File: src/rtl/riscv_privileged_pkg.sv
`default_nettype none
// +----------------------------------------------------------------------------+
// | riscv_privileged_pkg                                                       |
// | Shared M-mode trap types, CSR encodings and mstatus update helpers.        |
// | Revision: 1.0                                                              |
// +----------------------------------------------------------------------------+
package riscv_privileged_pkg;

  localparam int RV_XLEN  = 64;
  localparam int RV_MXLEN = 64;

  typedef logic [11:0] csr_address_t;

  typedef enum logic [2:0] {
    NONE       = 3'd0,
    WRITE_ONLY = 3'd1,
    READ_WRITE = 3'd2,
    SET_BITS   = 3'd3,
    CLEAR_BITS = 3'd4
  } csr_command_t;

  localparam csr_address_t CSR_MSTATUS = 12'h300;
  localparam csr_address_t CSR_MIE     = 12'h304;
  localparam csr_address_t CSR_MTVEC   = 12'h305;
  localparam csr_address_t CSR_MEPC    = 12'h341;
  localparam csr_address_t CSR_MCAUSE  = 12'h342;
  localparam csr_address_t CSR_MTVAL   = 12'h343;

  typedef enum logic [3:0] {
    IDLE         = 4'd0,
    WR_MSTATUS   = 4'd1,
    WR_MEPC      = 4'd2,
    WR_MCAUSE    = 4'd3,
    WR_MTVAL     = 4'd4,
    REDIRECT     = 4'd5,
    RET_MSTATUS  = 4'd6,
    RET_REDIRECT = 4'd7
  } trap_state_t;

  localparam int IRQ_CODE_W = 4;
  typedef logic [IRQ_CODE_W-1:0] irq_code_t;

  localparam irq_code_t IRQ_MEI = 4'd11;
  localparam irq_code_t IRQ_MSI = 4'd3;
  localparam irq_code_t IRQ_MTI = 4'd7;

  localparam int MSTATUS_MIE    = 3;
  localparam int MSTATUS_MPIE   = 7;
  localparam int MSTATUS_MPP_LO = 11;
  localparam int MSTATUS_MPP_HI = 12;

  localparam int MIE_MSIE = 3;
  localparam int MIE_MTIE = 7;
  localparam int MIE_MEIE = 11;

  localparam logic [1:0] PRIV_M              = 2'b11;
  localparam logic [1:0] MTVEC_MODE_VECTORED = 2'b01;

  function automatic logic [RV_MXLEN-1:0] trap_entry_mstatus(input logic [RV_MXLEN-1:0] status);
    logic [RV_MXLEN-1:0] r;
    r                                = status;
    r[MSTATUS_MPIE]                  = status[MSTATUS_MIE];
    r[MSTATUS_MIE]                   = 1'b0;
    r[MSTATUS_MPP_HI:MSTATUS_MPP_LO] = PRIV_M;
    return r;
  endfunction

  function automatic logic [RV_MXLEN-1:0] trap_return_mstatus(input logic [RV_MXLEN-1:0] status);
    logic [RV_MXLEN-1:0] r;
    r                                = status;
    r[MSTATUS_MIE]                   = status[MSTATUS_MPIE];
    r[MSTATUS_MPIE]                  = 1'b1;
    r[MSTATUS_MPP_HI:MSTATUS_MPP_LO] = PRIV_M;
    return r;
  endfunction

endpackage
`default_nettype wire

File: src/rtl/trap_sequencer_if.sv
`default_nettype none
// +----------------------------------------------------------------------------+
// | trap_sequencer_if                                                          |
// | Pipeline/CSR-side bundle of the trap sequencer; slave = sequencer side.    |
// | Revision: 1.0                                                              |
// +----------------------------------------------------------------------------+
interface trap_sequencer_if
  import riscv_privileged_pkg::*;
#(
  parameter int XLEN  = RV_XLEN,
  parameter int MXLEN = RV_MXLEN
);

  logic               exception_valid_i;
  logic [MXLEN-2:0]   exception_cause_i;
  logic [XLEN-1:0]    exception_pc_i;
  logic [MXLEN-1:0]   exception_tval_i;
  logic               mret_i;
  logic               meip_i;
  logic               msip_i;
  logic               mtip_i;
  logic [MXLEN-1:0]   mie_i;
  logic [MXLEN-1:0]   mstatus_i;
  logic [MXLEN-1:0]   mtvec_i;
  logic [XLEN-1:0]    mepc_i;

  csr_address_t       csr_address_o;
  csr_command_t       csr_command_o;
  logic [MXLEN-1:0]   csr_write_data_o;
  logic               trap_ack_o;
  logic               mret_ack_o;
  logic               busy_o;
  logic               redirect_valid_o;
  logic [XLEN-1:0]    redirect_pc_o;

  modport slave (
    input  exception_valid_i, exception_cause_i, exception_pc_i, exception_tval_i,
    input  mret_i, meip_i, msip_i, mtip_i,
    input  mie_i, mstatus_i, mtvec_i, mepc_i,
    output csr_address_o, csr_command_o, csr_write_data_o,
    output trap_ack_o, mret_ack_o, busy_o, redirect_valid_o, redirect_pc_o
  );

  modport master (
    output exception_valid_i, exception_cause_i, exception_pc_i, exception_tval_i,
    output mret_i, meip_i, msip_i, mtip_i,
    output mie_i, mstatus_i, mtvec_i, mepc_i,
    input  csr_address_o, csr_command_o, csr_write_data_o,
    input  trap_ack_o, mret_ack_o, busy_o, redirect_valid_o, redirect_pc_o
  );

endinterface
`default_nettype wire

File: src/rtl/trap_irq_arbiter.sv
`default_nettype none
// +----------------------------------------------------------------------------+
// | trap_irq_arbiter                                                           |
// | Combinational M-mode interrupt select: MEI > MSI > MTI, gated by mstatus.  |
// | Revision: 1.0                                                              |
// +----------------------------------------------------------------------------+
module trap_irq_arbiter
  import riscv_privileged_pkg::*;
#(
  parameter int MXLEN = RV_MXLEN
) (
  input  logic [MXLEN-1:0] pending,
  input  logic [MXLEN-1:0] mie,
  input  logic             mstatus_mie,
  output logic             irq_valid,
  output irq_code_t        irq_code
);

  logic [MXLEN-1:0] enabled;
  logic             unused_enabled;

  // pending uses the mip layout, so it lines up bit-for-bit with mie
  assign enabled = pending & mie;

  always_comb begin
    irq_valid = 1'b0;
    irq_code  = '0;
    if (mstatus_mie) begin
      if (enabled[MIE_MEIE]) begin
        irq_valid = 1'b1;
        irq_code  = IRQ_MEI;
      end else if (enabled[MIE_MSIE]) begin
        irq_valid = 1'b1;
        irq_code  = IRQ_MSI;
      end else if (enabled[MIE_MTIE]) begin
        irq_valid = 1'b1;
        irq_code  = IRQ_MTI;
      end
    end
  end

  assign unused_enabled = ^{enabled[MXLEN-1:12], enabled[10:8], enabled[6:4], enabled[2:0]};

endmodule
`default_nettype wire

File: src/rtl/trap_sequencer.sv
`default_nettype none
// +----------------------------------------------------------------------------+
// | trap_sequencer                                                             |
// | Turns exceptions, interrupts and mret into ordered CSR writes + redirect.  |
// | Option macro: TRAP_SEQUENCER_VECTORED_EN (honour mtvec vectored mode).     |
// | Revision: 1.0                                                              |
// +----------------------------------------------------------------------------+
module trap_sequencer
  import riscv_privileged_pkg::*;
#(
  parameter int XLEN  = RV_XLEN,
  parameter int MXLEN = RV_MXLEN
) (
  input  logic              clock_i,
  input  logic              reset_i,
  trap_sequencer_if.slave   bus
);

  trap_state_t      state_q, state_d;
  logic [MXLEN-1:0] cause_q, cause_d;
  logic [XLEN-1:0]  pc_q,    pc_d;
  logic [MXLEN-1:0] tval_q,  tval_d;

  logic             irq_valid;
  irq_code_t        irq_code;
  logic [MXLEN-1:0] pending;

  logic             trap_ack;
  logic             mret_ack;
  csr_command_t     csr_command;
  csr_address_t     csr_address;
  logic [MXLEN-1:0] csr_wdata;
  logic             redirect_valid;
  logic [XLEN-1:0]  redirect_pc;

  logic [MXLEN-1:0] trap_base;
  logic [MXLEN-1:0] trap_target_full;
  logic [XLEN-1:0]  trap_target;
  logic             unused_lsbs;

  always_comb begin
    pending           = '0;
    pending[MIE_MEIE] = bus.meip_i;
    pending[MIE_MSIE] = bus.msip_i;
    pending[MIE_MTIE] = bus.mtip_i;
  end

  trap_irq_arbiter #(
    .MXLEN (MXLEN)
  ) u_irq_arbiter (
    .pending     (pending),
    .mie         (bus.mie_i),
    .mstatus_mie (bus.mstatus_i[MSTATUS_MIE]),
    .irq_valid   (irq_valid),
    .irq_code    (irq_code)
  );

  assign trap_base = {bus.mtvec_i[MXLEN-1:2], 2'b00};

`ifdef TRAP_SEQUENCER_VECTORED_EN
  logic vectored_irq;
  // Exceptions always land on the base even in vectored mode
  assign vectored_irq     = (bus.mtvec_i[1:0] == MTVEC_MODE_VECTORED) && cause_q[MXLEN-1];
  assign trap_target_full = vectored_irq
                          ? trap_base + (MXLEN'(cause_q[IRQ_CODE_W-1:0]) << 2)
                          : trap_base;
`else
  logic unused_mode;
  assign unused_mode      = ^bus.mtvec_i[1:0];
  assign trap_target_full = trap_base;
`endif

  assign trap_target = XLEN'(trap_target_full);
  assign unused_lsbs = ^{bus.mepc_i[0], pc_q[0]};

  always_ff @(posedge clock_i or posedge reset_i) begin
    if (reset_i) begin
      state_q <= IDLE;
      cause_q <= '0;
      pc_q    <= '0;
      tval_q  <= '0;
    end else begin
      state_q <= state_d;
      cause_q <= cause_d;
      pc_q    <= pc_d;
      tval_q  <= tval_d;
    end
  end

  always_comb begin
    state_d        = state_q;
    cause_d        = cause_q;
    pc_d           = pc_q;
    tval_d         = tval_q;
    trap_ack       = 1'b0;
    mret_ack       = 1'b0;
    csr_command    = NONE;
    csr_address    = '0;
    csr_wdata      = '0;
    redirect_valid = 1'b0;
    redirect_pc    = '0;

    case (state_q)
      IDLE: begin
        if (bus.exception_valid_i) begin
          trap_ack = 1'b1;
          cause_d  = {1'b0, bus.exception_cause_i};
          pc_d     = bus.exception_pc_i;
          tval_d   = bus.exception_tval_i;
          state_d  = WR_MSTATUS;
        end else if (irq_valid) begin
          trap_ack = 1'b1;
          cause_d  = {1'b1, {(MXLEN-1-IRQ_CODE_W){1'b0}}, irq_code};
          pc_d     = bus.exception_pc_i;
          tval_d   = '0;
          state_d  = WR_MSTATUS;
        end else if (bus.mret_i) begin
          mret_ack = 1'b1;
          state_d  = RET_MSTATUS;
        end
      end
      WR_MSTATUS: begin
        csr_command = WRITE_ONLY;
        csr_address = CSR_MSTATUS;
        csr_wdata   = trap_entry_mstatus(bus.mstatus_i);
        state_d     = WR_MEPC;
      end
      WR_MEPC: begin
        csr_command = WRITE_ONLY;
        csr_address = CSR_MEPC;
        csr_wdata   = MXLEN'({pc_q[XLEN-1:1], 1'b0});
        state_d     = WR_MCAUSE;
      end
      WR_MCAUSE: begin
        csr_command = WRITE_ONLY;
        csr_address = CSR_MCAUSE;
        csr_wdata   = cause_q;
        state_d     = WR_MTVAL;
      end
      WR_MTVAL: begin
        csr_command = WRITE_ONLY;
        csr_address = CSR_MTVAL;
        csr_wdata   = tval_q;
        state_d     = REDIRECT;
      end
      REDIRECT: begin
        redirect_valid = 1'b1;
        redirect_pc    = trap_target;
        state_d        = IDLE;
      end
      RET_MSTATUS: begin
        csr_command = WRITE_ONLY;
        csr_address = CSR_MSTATUS;
        csr_wdata   = trap_return_mstatus(bus.mstatus_i);
        state_d     = RET_REDIRECT;
      end
      RET_REDIRECT: begin
        redirect_valid = 1'b1;
        redirect_pc    = {bus.mepc_i[XLEN-1:1], 1'b0};
        state_d        = IDLE;
      end
      default: begin
        state_d = IDLE;
      end
    endcase
  end

  // While reset is held the FSM sits in IDLE, so acks must be masked explicitly
  assign bus.trap_ack_o       = trap_ack & ~reset_i;
  assign bus.mret_ack_o       = mret_ack & ~reset_i;
  assign bus.busy_o           = (state_q != IDLE);
  assign bus.csr_command_o    = csr_command;
  assign bus.csr_address_o    = csr_address;
  assign bus.csr_write_data_o = csr_wdata;
  assign bus.redirect_valid_o = redirect_valid;
  assign bus.redirect_pc_o    = redirect_pc;

endmodule
`default_nettype wire
File: src/flat_wrapper.sv
// flat-port wrapper written by rule: the top's interface ports become plain ports
module trap_sequencer_flat import riscv_privileged_pkg::*;
#(
  parameter int XLEN  = RV_XLEN,
  parameter int MXLEN = RV_MXLEN
)
  (clock_i, reset_i, bus_exception_valid_i, bus_exception_cause_i, bus_exception_pc_i, bus_exception_tval_i, bus_mret_i, bus_meip_i, bus_msip_i, bus_mtip_i, bus_mie_i, bus_mstatus_i, bus_mtvec_i, bus_mepc_i, bus_csr_address_o, bus_csr_command_o, bus_csr_write_data_o, bus_trap_ack_o, bus_mret_ack_o, bus_busy_o, bus_redirect_valid_o, bus_redirect_pc_o);
  trap_sequencer_if #(.XLEN(XLEN), .MXLEN(MXLEN)) bus_i ();
  input  logic clock_i;
  input  logic reset_i;
  input wire logic [$bits(bus_i.exception_valid_i)-1:0] bus_exception_valid_i;
  input wire logic [$bits(bus_i.exception_cause_i)-1:0] bus_exception_cause_i;
  input wire logic [$bits(bus_i.exception_pc_i)-1:0] bus_exception_pc_i;
  input wire logic [$bits(bus_i.exception_tval_i)-1:0] bus_exception_tval_i;
  input wire logic [$bits(bus_i.mret_i)-1:0] bus_mret_i;
  input wire logic [$bits(bus_i.meip_i)-1:0] bus_meip_i;
  input wire logic [$bits(bus_i.msip_i)-1:0] bus_msip_i;
  input wire logic [$bits(bus_i.mtip_i)-1:0] bus_mtip_i;
  input wire logic [$bits(bus_i.mie_i)-1:0] bus_mie_i;
  input wire logic [$bits(bus_i.mstatus_i)-1:0] bus_mstatus_i;
  input wire logic [$bits(bus_i.mtvec_i)-1:0] bus_mtvec_i;
  input wire logic [$bits(bus_i.mepc_i)-1:0] bus_mepc_i;
  output wire logic [$bits(bus_i.csr_address_o)-1:0] bus_csr_address_o;
  output wire logic [$bits(bus_i.csr_command_o)-1:0] bus_csr_command_o;
  output wire logic [$bits(bus_i.csr_write_data_o)-1:0] bus_csr_write_data_o;
  output wire logic [$bits(bus_i.trap_ack_o)-1:0] bus_trap_ack_o;
  output wire logic [$bits(bus_i.mret_ack_o)-1:0] bus_mret_ack_o;
  output wire logic [$bits(bus_i.busy_o)-1:0] bus_busy_o;
  output wire logic [$bits(bus_i.redirect_valid_o)-1:0] bus_redirect_valid_o;
  output wire logic [$bits(bus_i.redirect_pc_o)-1:0] bus_redirect_pc_o;
  assign bus_i.exception_valid_i = bus_exception_valid_i;
  assign bus_i.exception_cause_i = bus_exception_cause_i;
  assign bus_i.exception_pc_i = bus_exception_pc_i;
  assign bus_i.exception_tval_i = bus_exception_tval_i;
  assign bus_i.mret_i = bus_mret_i;
  assign bus_i.meip_i = bus_meip_i;
  assign bus_i.msip_i = bus_msip_i;
  assign bus_i.mtip_i = bus_mtip_i;
  assign bus_i.mie_i = bus_mie_i;
  assign bus_i.mstatus_i = bus_mstatus_i;
  assign bus_i.mtvec_i = bus_mtvec_i;
  assign bus_i.mepc_i = bus_mepc_i;
  assign bus_csr_address_o = bus_i.csr_address_o;
  assign bus_csr_command_o = bus_i.csr_command_o;
  assign bus_csr_write_data_o = bus_i.csr_write_data_o;
  assign bus_trap_ack_o = bus_i.trap_ack_o;
  assign bus_mret_ack_o = bus_i.mret_ack_o;
  assign bus_busy_o = bus_i.busy_o;
  assign bus_redirect_valid_o = bus_i.redirect_valid_o;
  assign bus_redirect_pc_o = bus_i.redirect_pc_o;
  trap_sequencer #(.XLEN(XLEN), .MXLEN(MXLEN)) u_core (.clock_i(clock_i), .reset_i(reset_i), .bus(bus_i));
endmodule
File: config.mk
export PLATFORM = sky130hd
export DESIGN_NAME = trap_sequencer_flat
export DESIGN_NICKNAME = d
export VERILOG_FILES = /design/src/rtl/riscv_privileged_pkg.sv /design/src/rtl/trap_sequencer_if.sv /design/src/rtl/trap_irq_arbiter.sv /design/src/rtl/trap_sequencer.sv /design/src/flat_wrapper.sv
export SDC_FILE = /design/constraint.sdc
export NUM_CORES = 1
export LEC_CHECK = 0
export ABC_CLOCK_PERIOD_IN_PS = 6000
export BUFFER_PORTS_ARGS = -buffer_cell sky130_fd_sc_hd__buf_2
export CAP_MARGIN = 15
export CORE_AREA = 2 2 231 233
export CTS_BUF_LIST = sky130_fd_sc_hd__clkbuf_4
export DETAILED_ROUTE_END_ITERATION = 16
export DIE_AREA = 0 0 233 235
export MAX_ROUTING_LAYER = met4
export PLACE_DENSITY = 0.42
export REMOVE_ABC_BUFFERS = 1
export SYNTH_ARGS = -nofsm -noshare
export SYNTH_HDL_FRONTEND = slang
export SYNTH_HIERARCHICAL = 1
export SYNTH_SLANG_ARGS = --single-unit
File: constraint.sdc
create_clock -name clock_i -period 6 [get_ports clock_i]
set_input_delay 0.6 -clock clock_i [delete_from_list [all_inputs] [get_ports clock_i]]
set_output_delay 0.6 -clock clock_i [all_outputs]
set_load 0.01 [all_outputs]
Yosys cells after proc, flatten, opt, wreduce, memory -nomap -nowiden. Cells that the tools add are included.

Bits in writable memories: 0. Memories: 0. Output and inout bits: 147. Register bits after elaboration: 196. Memory bits (read-only): 0. Bits in latches: 0.

Eq/ne operators: 8. Multipliers: 0. Muxes and demuxes: 30. Order comparisons: 0. $add $sub $neg: 0. Reduce and logical (&&, ||, !) cells: 7. Bitwise gates (word level): 4. Divide/modulo/power cells: 0. Shift-type cells: 0.

Operator list (number): 64-bit two-way mux (6); 64-bit one-hot mux with 5 select lines (1); 64-bit one-hot mux with 2 select lines (1); 10-bit one-hot mux with 4 select lines (1); 4-bit one-hot mux with 6 select lines (1); 4-bit two-way mux (5); 4-bit by 3-bit equality test with 1-bit output, second input constant (4); 1-bit two-way mux (13); 12-bit AND (1); 4-bit by 2-bit equality test with 1-bit output, second input constant (2); 3-bit two-way mux (2); 5-bit OR reduction (1); 4-bit by 1-bit equality test with 1-bit output, second input constant (1); 4-bit logical NOT (1); 4-bit by 3-bit != test with 1-bit output, second input constant (1); 4-bit nonzero test (1); 2-bit OR reduction (2); 1-bit AND (2); 2-bit AND reduction (1); 2-bit nonzero test (1); 1-bit inverter (1).

Longest topological paths before layout. Gate-level depths: netlist of run 1.

Word-level depth: 9. Mapped depth: 7. Gate-level depth less buffers: 5.

By module. The synthesis of run 1 kept the hierarchy.

Modules (own cells, without submodules): trap_sequencer (cells each 921, seq. area each 4854.7 um^2, area each 10610.2 um^2, instances 1); trap_irq_arbiter (cells each 7, seq. area each 0.0 um^2, area each 55.1 um^2, instances 1).

Least setup slack after synthesis of run 1. Ideal clock, no wire load.

Path kind: input port to output port. From: input bus_meip_i. To: output bus_trap_ack_o. Setup slack: 3.784 ns. Data arrival time: 1.616 ns. Stages on the path: 6. Path buffers: 2. Path through: a22oi_2 > a21boi_0 > o21ai_2 > buf_2 > buf_2 > nor2_1.

Longest elaborated chain between the ends: 7.

RTL lines: start: declaration (line flat_wrapper.sv:16) `input wire logic [$bits(bus_i.meip_i)-1:0] bus_meip_i;`; 12-bit AND (line trap_irq_arbiter.sv:23) `assign enabled = pending & mie;`; 1-bit two-way mux (line trap_irq_arbiter.sv:29) `if (enabled[MIE_MEIE]) begin`; 1-bit two-way mux (line trap_irq_arbiter.sv:28) `if (mstatus_mie) begin`; net u_core.irq_valid (line trap_sequencer.sv:24) `logic irq_valid;`; 1-bit two-way mux (line trap_sequencer.sv:111) `end else if (irq_valid) begin`; 1-bit two-way mux (line trap_sequencer.sv:105) `if (bus.exception_valid_i) begin`; 1-bit two-way mux (line trap_sequencer.sv:103) `case (state_q)`; 1-bit AND (line trap_sequencer.sv:169) `assign bus.trap_ack_o = trap_ack & ~reset_i;`; end: declaration (line flat_wrapper.sv:26) `output wire logic [$bits(bus_i.trap_ack_o)-1:0] bus_trap_ack_o;`.

The timed path passes the listed nets, and every way through them passes these cells.

Final worst setup path of run 1.
From: register u_core.state_q[2]. To: output bus_csr_write_data_o[58].

Longest elaborated chain between the ends: 2.

RTL lines: start: declaration (line trap_sequencer.sv:19) `trap_state_t state_q, state_d;`; start signal: assignment (line trap_sequencer.sv:83) `state_q <= state_d;`; 4-bit by 3-bit equality test with 1-bit output, or another cell as far along (line trap_sequencer.sv:103); 64-bit one-hot mux with 5 select lines (*) (line trap_sequencer.sv:103); end: declaration (line flat_wrapper.sv:25) `output wire logic [$bits(bus_i.csr_write_data_o)-1:0] bus_csr_write_data_o;`.

Mark *: on every way between the ends. The rest lies on a longest branch, timed or not.

==> impl_metrics.toml, run 1 <==
[setup_path]
r2r_slack_ns = 2.69
critPathRequiredTime_ns = 5.40
slowest_stage = "dfrtp_4"
crit_fanout = 53
critPathMaxStageDelay_ns = 0.68
cp_common_cell = "buf_4"
crit_path_end_kind = "primary output"
crit_chain = "buf_4, nor2b_4, buf_4, a221oi_1, a21oi_1, buf_2"
crit_type = "flip-flop to primary output"
crit_path_start_kind = "flip-flop"
arrival_ns = 3.51

[hold_path]
worst_hold_path_type = "input pin to flip-flop"

[drt]
via_per_inst = 4.57
dr.pass1.iters = 5
ant_nets = 0
wl_per_cell_um = 20.9
drt_iter0_markers = 445
drc = 0
drt_wl_total_mm = 47.5
via_count = 10400

[clock_tree]
cts_tree = "yes"
cts_num_sinks = 194
insertion_delay_ns = 0.76
cts_max_level = 4
postCtsSetupBuffers = 0
cts_made_buffers = 17
root_buffer = "clkbuf_4"
postCtsHoldBufs = 187
clkTransAtPathRegs_ns = 0.17
cts-resized-gates = 0
clock_path_buffers = 2

[logic_synthesis]
synthesis.area_um2 = 10700
synthCells = 928
synth_flop_cell = "dfrtp_1"
synth_seq_cells = 194
seq_area_frac_synth_pct = 45.5
synth_warnings = 6
synth.distinct_cells = 38
synthArstFlopShare_pct = 100
syn_avg_cell_area_um2 = 11.5
synth_edf_count = 0

[run_status]
outcome = "finished clean"

[floorplan]
io_pins = 601
die_h_um = 235
row_count = 84
start_util_pct = 20.4
fp.dieW_um = 233
coreArea_um2 = 52200
fp.dieArea_um2 = 54800

[final_layout]
final_cell_area_um2 = 15900
drive_gt1_share_pct = 40.8
fin_nets = 2022
utilization_pct = 30.5
fin_cells = 2274
area_growth_pct = 49.4

[place]
gp_congestion = 0.896
dpl-instance-area_um2 = 13800
portBuffers = 523
dp_cells = 2050
dp_hpwl_mm = 33.1

[grt]
antenna_found_initial = 8
grt-ovfl-total = 0
grt_start_max_net_pins = 122
grt_pass1_wl_mm = 69.2
grt_pass1_vias = 11100
grtUsageTotal_pct = 17.6

[sta]
tightest_slew_ns = 1.09
finalClockSkew_ns = 0.0443
holdWs_ns = 0.153
slew-limit-headroom_pct = 27.3
timing.fmax_mhz = 243
finalCritPeriodShare_pct = 68.5
setup_viol = 0
hold_viol = 0
slew_violations = 0
rsz0062_at_grt = "false"
min_period_ns = 4.11

[pwr]
p_leak_nw = 7.92
finalPower_mw = 7.58
irDropWorstVdd_uv = 149
power_density_nw_per_um2 = 476

[flow_run]
cap_viol_max_count = 0
-- Yosys cell counts, types with 2 or more instances --
master	n	area share [%]
nand2_1	4	0.14
mux2_4	50	7.0
dfrtp_1	194	46
o21ai_0	11	0.52
a2bb2oi_1	60	4.9
a21oi_1	67	3.1
buf_1	3	0.11
nor3_1	2	0.094
a221oi_1	60	4.9
a21o_1	2	0.14
a22o_1	123	10
nor2b_1	2	0.12
mux2i_1	126	12
clkbuf_1	32	1.1
nand2b_1	2	0.12
nand3_1	3	0.14
buf_2	52	2.4
buf_4	19	1.3
inv_1	7	0.25
buf_6	8	0.84
mux2_2	12	1.3
nor2_1	73	2.6
-- worst max-delay path, delay by kind of cell (launching register included) --
| kind | cells | cell delay [ns] |
|---|---|---|
| flops | 1 | 0.68 |
| buf+inv | 3 | 1.10 |
| compound gates | 2 | 0.37 |
| simple gates | 1 | 0.54 |
-- layout make-up --
class	count	area, um^2
timing repair buffer	726	4650
clock buffer	18	135
multi-input combinational	622	5220
fill	5484	36300
inverter	7	33.8
clock inverter	14	153
antenna	5	12.5
sequential	194	4870
tap	688	861
-- metal layers --
metal | track usage, % | vias up | share of wire (%)
met4 | 7.45 | 0 | 4.0
met3 | 4.00 | 51 | 5.2
met1 | 19.8 | 5098 | 40
met2 | 30.0 | 421 | 50
li1 | - | 4819 | -
met5 | - | - | 0
-- layout by cell type, fill, tap and decap left out, types with 3 or more instances in the layout --
master and n:
a21oi_1 67, a221oi_1 60, a22o_1 123, a2bb2oi_1 60, buf_12 3, buf_2 523
buf_4 13, clkbuf_4 18, clkinv_2 3, clkinvlp_4 3, conb_1 10, dfrtp_1 191
dfrtp_4 3, diode_2 5, dlygate4sd3_1 187, inv_1 6, inv_6 4, mux2_2 12
mux2_4 50, mux2i_1 126, nand2_1 3, nand3_1 3, nor2_1 73, o21ai_0 11
-- sequential cells by signal, indices dropped and copies added, names as in the netlist --
signal,cells
u_core/cause_q,64
u_core/tval_q,64
u_core/pc_q,63
u_core/state_q,3
-- power breakdown --
group | switching [mW] | leakage [nW] | total, mW | internal, mW
combinational | 2.28 | 5.36 | 4.41 | 2.13
sequential | 0.466 | 2.40 | 2.37 | 1.91
clock | 0.536 | 0.152 | 0.794 | 0.258
total | 3.28 | 7.92 | 7.58 | 4.30
-- cell families after synthesis --
family / share of synthesized area (%)
AOI/OAI and AO/OA: 24.4
buffers and inverters: 6.10
DFF: 45.5
xor gates and xnor gates: 0.0821
and+or+nand+nor: 3.60
other: 0.0352
muxes: 20.2
-- worst paths after layout --
| check | start | to | cells after the start |
|---|---|---|---|
| min in group asynchronous | reset_i | u_core/tval_q[61] | 3 |
| max in group asynchronous | reset_i | u_core/state_q[0] | 4 |
| setup / recovery | u_core/state_q[2] | bus_csr_write_data_o[58] | 6 |
| setup reg to reg | u_core/state_q[2] | u_core/pc_q[63] | 5 |
| hold reg to reg | u_core/pc_q[1] | u_core/pc_q[1] | 1 |
| hold / removal | bus_exception_cause_i[0] | u_core/cause_q[0] | 3 |
-- metrics by stage --
step,setup slack [ns],TNS [ns]
after floorplan,-1.84,-379.91
after global placement,2.58,0
after detailed placement,2.58,0
after CTS,1.69,0
after global routing,1.60,0
final,1.89,0
(Power assumes the default switching activity.)
==> run 2, diff against run 1 <==
--- a/config.mk
+++ b/config.mk
@@ -5,7 +5,7 @@
 export SDC_FILE = /design/constraint.sdc
 export NUM_CORES = 1
 export LEC_CHECK = 0
-export ABC_CLOCK_PERIOD_IN_PS = 6000
+export ABC_CLOCK_PERIOD_IN_PS = 3600
 export BUFFER_PORTS_ARGS = -buffer_cell sky130_fd_sc_hd__buf_2
 export CAP_MARGIN = 15
 export CORE_AREA = 2 2 231 233
==> constraint.sdc (replaced) <==
create_clock -name clock_i -period 3.6 [get_ports clock_i]
set_input_delay 0.36 -clock clock_i [delete_from_list [all_inputs] [get_ports clock_i]]
set_output_delay 0.36 -clock clock_i [all_outputs]
set_load 0.01 [all_outputs]
==> impl_metrics.toml, run 2 (same netlist as run 1, synthesis figures left out) <==
[run_status]
outcome = "finished clean"

[setup_path]
crit_path_end_kind = "primary output"
reg2regPathDepth = 5
crit_fanout = 54
crit_path_start_kind = "flip-flop"
critPathLaunch = "u_core/state_q[2]"
r2r_slack_ns = 1.33
crit_buf_inv = 2
crit_cells = 5
r2r_end = "u_core/cause_q[16]"
crit_family = "flip-flops"
crit_type = "flip-flop to primary output"
slowest_stage = "dfrtp_4"
critPathMaxStageDelay_ns = 0.77
arrival_ns = 2.92
crit_chain = "nor2b_4, buf_4, a221oi_1, a21oi_1, buf_2"
rr_startpoint = "u_core/state_q[0]"
critPathRequiredTime_ns = 3.24

[grt]
grtUsageTotal_pct = 17.5
met3_usage_pct = 3.60
antenna_found_initial = 7
grt_start_max_net_pins = 120
busiest_layer = "met2"
grt-ovfl-total = 0
grt_pass1_wl_mm = 69.2
grt_pass1_vias = 11200
grt_use_met1_pct = 19.3
grt.met2_usage_pct = 29.1

[clock_tree]
cts_num_sinks = 194
cts_made_buffers = 17
clock_path_buffers = 2
cts_max_level = 4
postCtsSetupBuffers = 0
clkTransAtPathRegs_ns = 0.16
cts-resized-gates = 0
cts_tree = "yes"
root_buffer = "clkbuf_4"
insertion_delay_ns = 0.73
postCtsHoldBufs = 194

[drt]
wl_per_cell_um = 20.6
via_per_inst = 4.58
ant_nets = 0
drt_iter0_markers = 494
drt_wl_total_mm = 47.1
drc = 0
dr.pass1.iters = 7
via_count = 10500

[hold_path]
worstHoldStart = "bus_mie_i[7]"
worst_hold_path_type = "input pin to flip-flop"
holdPathEnd = "u_core/cause_q[2]"
hold_depth = 4

[floorplan]
row_count = 84
io_pins = 601
fp.dieArea_um2 = 54800
coreArea_um2 = 52200
die_h_um = 235
fp.dieW_um = 233
start_util_pct = 20.4

[flow_run]
cap_viol_max_count = 0

[final_layout]
utilization_pct = 30.9
fin_nets = 2037
mostFrequentLayoutCell = "buf_2"
drive_gt1_share_pct = 40.7
final_cell_area_um2 = 16100
area_growth_pct = 51.1
top_regs = "u_core/cause_q: 64 flops, u_core/tval_q: 64 flops, u_core/pc_q: 63 flops"
fin_cells = 2288
most-common-layout-cells = "buf_2, dlygate4sd3_1, dfrtp_1, mux2i_1, a22o_1"

[sta]
tightest_slew_ns = 0.985
min_period_ns = 3.28
hold_viol = 0
tns_ns = 0
finalCritPeriodShare_pct = 91.1
slew-limit-headroom_pct = 34.4
timing.fmax_mhz = 305
setup_viol = 0
slew_violations = 0
rsz0062_at_grt = "false"
finalClockSkew_ns = 0.0345

[place]
dpl-instance-area_um2 = 13900
dp_cells = 2058
gp_congestion = 0.873
dp_hpwl_mm = 33.5
portBuffers = 523

[pwr]
irDropWorstVdd_uv = 394
finalPower_mw = 12.6
power_density_nw_per_um2 = 785
p_leak_nw = 8.01
run 2: changes by cell type in the layout (fill, tap and decap cells not counted):
cell and delta:
buf_12 +7, dlygate4sd3_1 +7, clkinv_1 +3, clkinvlp_4 -3, buf_4 +1, clkbuf_4 +1
clkinv_4 -1, diode_2 +1, inv_6 -1, inv_8 -1
run 2: layout make-up:
| class | count | area (um^2) |
|---|---|---|
| Antenna cell | 6 | 15.0 |
| Clock buffer | 19 | 143 |
| Clock inverter | 11 | 113 |
| Fill cell | 5469 | 36100 |
| Inverter | 7 | 33.8 |
| Multi-Input combinational cell | 622 | 5220 |
| Sequential cell | 194 | 4870 |
| Tap cell | 688 | 861 |
| Timing Repair Buffer | 741 | 4860 |
run 2: routing by layer:
layer  vias up  part of all wire, %
li1       4850                    -
met1      5114                   40
met2       437                   49
met3        75                  5.3
met4         0                  5.3
met5         -                    0
run 2: tightest hold or removal path, stage by stage:
cell	delay, ns
buf_2	0.09
and4_1	0.17
mux2i_1	0.10
o21ai_0	0.19
run 2: worst max-delay path by stage:
stage | end | slack, ns
6_report | bus_csr_write_data_o[26] | 0.32
3_5_place_dp | bus_trap_ack_o | 0.70
2_1_floorplan | u_core/pc_q[52] | -4.07
4_1_cts | bus_csr_write_data_o[0] | 0.09
5_1_grt | bus_csr_write_data_o[0] | 0.03
3_3_place_gp | bus_trap_ack_o | 0.69
run 2: stage by stage:
stage | hold slack (ns) | worst slack, ns
2_1_floorplan | 0.464 | -4.07
3_3_place_gp | 0.482 | 0.691
3_5_place_dp | 0.486 | 0.698
4_1_cts | 0.0672 | 0.0945
5_1_grt | 0.138 | 0.0299
6_report | 0.214 | 0.320
run 2: report_power, final:
part | internal, mW | switching [mW]
sequential | 3.18 | 0.707
clock | 0.416 | 0.828
combinational | 3.65 | 3.86
total | 7.25 | 5.40
